### src/rtl/canvas_layer_manager.sv
// rtl/canvas_layer_manager.sv - active-layer select, visibility-gated tool writes and clear sweep
// All canvas write traffic funnels through one registered write port fanned out by wr_en.
module canvas_layer_manager #(
  parameter int WIDTH      = 640,
  parameter int HEIGHT     = 480,
  parameter int NUM_LAYERS = 4,
  parameter int COLOR_W    = 3,
  parameter int NONE_INDEX = 0
) (
  input  logic                            clk,
  input  logic                            reset,
  input  logic                            layer_toggle,
  input  logic                            clear_req,
  input  logic [NUM_LAYERS-1:0]           visible,
  input  logic                            tool_valid,
  input  logic [$clog2(WIDTH)-1:0]        tool_x,
  input  logic [$clog2(HEIGHT)-1:0]       tool_y,
  input  logic [COLOR_W-1:0]              tool_color,
  output logic [NUM_LAYERS-1:0]           wr_en,
  output logic [$clog2(WIDTH)-1:0]        wr_x,
  output logic [$clog2(HEIGHT)-1:0]       wr_y,
  output logic [COLOR_W-1:0]              wr_color,
  output logic [$clog2(NUM_LAYERS+1)-1:0] current_layer,
  output logic                            busy,
  output logic                            clear_done,
  output logic [7:0]                      dropped
);

  localparam int XW = $clog2(WIDTH);
  localparam int YW = $clog2(HEIGHT);
  localparam int LW = $clog2(NUM_LAYERS + 1);
  localparam logic [XW-1:0]      X_LAST = XW'(WIDTH - 1);
  localparam logic [YW-1:0]      Y_LAST = YW'(HEIGHT - 1);
  localparam logic [LW-1:0]      L_LAST = LW'(NUM_LAYERS);
  localparam logic [COLOR_W-1:0] NONE_C = COLOR_W'(NONE_INDEX);

  typedef enum logic {IDLE, CLEAR} state_t;
  state_t state;

  logic [LW-1:0]         next_layer;
  logic [NUM_LAYERS-1:0] cur_onehot;
  logic [NUM_LAYERS-1:0] next_onehot;
  logic [7:0]            dropped_inc;

  always_comb begin
    next_layer = current_layer;
    if (layer_toggle)
      next_layer = (current_layer == L_LAST) ? LW'(1) : current_layer + LW'(1);
    cur_onehot  = '0;
    next_onehot = '0;
    for (int i = 0; i < NUM_LAYERS; i++) begin
      if (current_layer == LW'(i + 1)) cur_onehot[i] = 1'b1;
      if (next_layer == LW'(i + 1))    next_onehot[i] = 1'b1;
    end
    dropped_inc = (dropped == 8'hFF) ? dropped : dropped + 8'd1;
  end

  // During CLEAR, wr_en holds the latched target and wr_x/wr_y are the sweep counters.
  always_ff @(posedge clk or posedge reset) begin
    if (reset) begin
      state         <= IDLE;
      current_layer <= LW'(1);
      wr_en         <= '0;
      wr_x          <= '0;
      wr_y          <= '0;
      wr_color      <= NONE_C;
      busy          <= 1'b0;
      clear_done    <= 1'b0;
      dropped       <= 8'd0;
    end else begin
      clear_done <= 1'b0;
      case (state)
        IDLE: begin
          current_layer <= next_layer;
          wr_en         <= '0;
          if (clear_req) begin
            state    <= CLEAR;
            wr_en    <= next_onehot;
            wr_x     <= '0;
            wr_y     <= '0;
            wr_color <= NONE_C;
            busy     <= 1'b1;
            if (tool_valid) dropped <= dropped_inc;
          end else if (tool_valid) begin
            if (|(visible & cur_onehot)) begin
              wr_en    <= cur_onehot;
              wr_x     <= tool_x;
              wr_y     <= tool_y;
              wr_color <= tool_color;
            end else begin
              dropped <= dropped_inc;
            end
          end
        end
        CLEAR: begin
          if (tool_valid) dropped <= dropped_inc;
          if (wr_x == X_LAST && wr_y == Y_LAST) begin
            state      <= IDLE;
            wr_en      <= '0;
            busy       <= 1'b0;
            clear_done <= 1'b1;
          end else if (wr_x == X_LAST) begin
            wr_x <= '0;
            wr_y <= wr_y + YW'(1);
          end else begin
            wr_x <= wr_x + XW'(1);
          end
        end
        default: state <= IDLE;
      endcase
    end
  end

endmodule

### config.mk
export PLATFORM = sky130hd
export DESIGN_NAME = canvas_layer_manager
export DESIGN_NICKNAME = d
export VERILOG_FILES = /design/src/rtl/canvas_layer_manager.sv
export SDC_FILE = /design/constraint.sdc
export NUM_CORES = 1
export LEC_CHECK = 0
export ABC_AREA = 1
export CAP_MARGIN = 20
export CORE_MARGIN = 2
export CORE_UTILIZATION = 35
export CTS_BUF_LIST = sky130_fd_sc_hd__clkbuf_2
export DETAILED_ROUTE_END_ITERATION = 16
export GPL_TIMING_DRIVEN = 0
export PLACE_DENSITY = 0.72
export SYNTH_ARGS = -nofsm -noshare
export SYNTH_HDL_FRONTEND = slang
export SYNTH_SLANG_ARGS = --single-unit
### constraint.sdc
create_clock -name clk -period 2.3 [get_ports clk]
set_input_delay 0.575 -clock clk [delete_from_list [all_inputs] [get_ports clk]]
set_output_delay 0.575 -clock clk [all_outputs]
set_load 0.1 [all_outputs]
==> flow_summary_export.csv <==
group,metric,value,unit
sta,rsz0062_at_grt,"false",
die,placementRows,31,
synth,yosysUniqueCellTypes,34,
placement,placed_area,3420,sq um
sta,fmax,0.449,GHz
detailed_routing,drt_iter0_drc,151,
placement,placedCellCount,548,
clock_network,clockBufferDepth,2,
setup_path,path_buf_inv,1,
detailed_routing,ant_nets,0,
global_routing,grt_first_pass_wirelength,11700,um
flow_run,cap_viol_max_count,0,
setup_path,worstReg2RegStart,"current_layer[0]",
min_path,min_path_type,"register to register",
final_layout,area_growth,31.3,%
synth,synth-warning-count,0,
setup_path,critPathArrivalTime,1.65,ns
die,die_h,90.4,um
setup_path,reg2reg_depth,11,
clock_network,cts.sinks,40,
global_routing,grt_pass1_vias,2464,
detailed_routing,via_count,2706,
power,ir_drop,841,uV
placement,globalplace.congestion,0.861,
setup_path,cp_max_fo,2,
setup_path,crit_chain,"dlygate4sd2_1",
final_layout,drive_gt1_frac,0.147,
global_routing,antenna_found_initial,0,
synth,synth_seq_cells,40,
min_path,min_to,"wr_en[0]",
outcome,outcome,"finished, final reports clean",
sta,slew_headroom,0.358,
sta,tightest_slew,0.966,ns
setup_path,cp.depth,1,
setup_path,crit_path_start_kind,"register",
setup_path,path_delay_family,"buffers and inverters",
min_path,whs_path_depth,2,
clock_network,hold_buffers,0,
setup_path,worstReg2RegEnd,"dropped[6]",
setup_path,cp_slowest_stage_delay,0.86,ns
sta,hold_violations,0,
clock_network,cts_buffers,5,
placement,hpwl,5120,um
clock_network,clock-root-buffer,"clkbuf_2",
sta,skew,0.0341,ns
clock_network,clk_latency,0.41,ns
sta,finalCritPeriodShare,0.969,
detailed_routing,vias_per_cell,4.88,
detailed_routing,wl_per_cell,12.4,um
final_layout,n_antenna_cell,0,
final_layout,stdcell_area,3430,sq um
die,dieArea,8160,sq um
setup_path,crit_type,"register to output port",
detailed_routing,drc,0,
placement,io_buffers,69,
detailed_routing,drt-total-wl,6900,um
setup_path,worst-r2r-setup-slack,0.39,ns
min_path,hold_path_startpoint,"wr_en[0]",
synth,syn_avg_cell_area,6.87,sq um
die,ios,70,
synth,synth_nets,419,
synth,syn_inst,380,
die,initial_core_util,0.360,
clock_network,clk_pin_slew,0.21,ns
sta,drv_slew,0,
global_routing,grt_usage,0.175,
setup_path,end_kind,"output port",
die,die_width,90.4,um
sta,setup_viol,0,
sta,min_period,2.23,ns
synth,synth_ff_type,"dfrtp_1",
synth,yosysSeqAreaShare,0.384,
final_layout,nets,495,
clock_network,h-tree-depth,2,
power,powerDensity,1000,nW/um^2
setup_path,crit_slowest_cell,"dlygate4sd2_1",
detailed_routing,first_pass_iters,4,
die,coreArea,7250,sq um
synth,async_reset_ff_frac,1.00,
global_routing,grt_max_degree,41,
power,p_leak,1.76,nW
setup_path,critPathRequiredTime,1.73,ns
final_layout,finalNonFillerCells,555,
global_routing,grt-ovfl-total,0,
synth,netlist_area,2610,sq um
synth,synth-edff-count,0,
clock_network,cts_tree,"done",
-- synth_stat cells (all sizes together) (2+ instances only) --
library cell / number / area [sq um]
a21oi: 3 / 15.0
buf: 6 / 36.3
clkbuf: 2 / 7.51
dfrtp: 39 / 976
ha: 8 / 100
inv: 44 / 165
nand2: 159 / 612
nand3: 41 / 223
nand3b: 2 / 15.0
nand4: 16 / 100
nor2: 28 / 136
nor3: 3 / 15.0
o21ai: 18 / 105
xnor2: 2 / 17.5
xor2: 2 / 17.5
-- worst max path at each step --
stage                             to  slack [ns]              from
floorplan                    wr_y[5]       0.008           wr_x[0]
global placement         wr_color[0]       -0.13             reset
detailed placement  current_layer[0]      -0.004  current_layer[0]
CTS                          wr_x[9]       0.004           wr_x[9]
global route                wr_en[0]       0.003          wr_en[0]
finish                      wr_en[0]        0.07          wr_en[0]
-- metal layers --
layer / GRT usage / routed length [um]
met5: 0 / 0
met2: 0.291 / 3260
met3: 0.0292 / 343
met4: 0.0487 / 88
met1: 0.234 / 3200
-- report_power, final --
group	internal, mW	switching [mW]
sequential	0.859	0.210
combinational	0.454	1.60
clock	0.0725	0.239
total	1.39	2.05
-- per-stage QoR --
step | worst slack [ns] | hold slack [ns] | TNS, ns | utilization | power, mW
after floorplan | 0.00840 | 0.658 | 0 | - | 2.71
after global placement | -0.135 | 0.489 | -5.17 | 0.472 | 3.20
after detailed placement | -0.00351 | 0.488 | -0.00351 | 0.472 | 3.23
after CTS | 0.00376 | 0.528 | 0 | 0.478 | 3.47
after global routing | 0.00318 | 0.544 | 0 | 0.472 | 3.65
final | 0.0716 | 0.522 | 0 | 0.472 | 3.44
-- flip-flops by register name (all words and copies together), names as in the netlist --
name           cells
wr_color           3
dropped            8
current_layer      3
wr_x              10
clear_done         1
state              1
busy               1
wr_y               9
wr_en              4
-- repair_timing --
action	in CTS	in global routing
buffers inserted	0	0
endpoints found under the setup margin	39	14
gates resized for setup	85	16
-- cell usage in the layout, fill, tap and decap left out, drive strengths merged --
| cell type | n |
|---|---|
| clkdlybuf4s15 | 23 |
| clkinv | 2 |
| a32o | 1 |
| xnor2 | 2 |
| a31oi | 1 |
| inv | 44 |
| a21oi | 3 |
| clkbuf | 18 |
| xor2 | 2 |
| dfrtp | 39 |
| clkdlybuf4s50 | 30 |
| nand2 | 159 |
| a22o | 1 |
| nand3 | 41 |
| nor3 | 3 |
| buf | 6 |
| or2 | 1 |
| o21bai | 1 |
| dlygate4sd2 | 6 |
| o21ai | 18 |
| nand4 | 16 |
| ha | 8 |
| dfstp | 1 |
| nor2 | 28 |
| nand3b | 2 |
-- layout make-up --
class | instances | area [sq um]
fillers | 730 | 3830
multi-input cells | 287 | 1400
flip-flops and latches | 40 | 1000
repair buffers | 69 | 657
inverters | 45 | 169
well taps | 99 | 124
plain buffers | 8 | 43.8
clock buffers | 6 | 30.0
clock inverters | 1 | 5.00
-- cell families (layout without fill, tap and decap cells) --
family / count (synthesis) / count (layout) / synth area share
flip-flops: 40 / 40 / 0.384
AND/OR/NAND/NOR: 250 / 250 / 0.424
AO/OA/AOI/OAI: 25 / 25 / 0.0585
XOR/XNOR: 4 / 4 / 0.0134
buffers and inverters: 53 / 129 / 0.0815
adder cells (fa/ha/maj): 8 / 8 / 0.0384
Note: power is estimated with default switching activity, not from simulation.
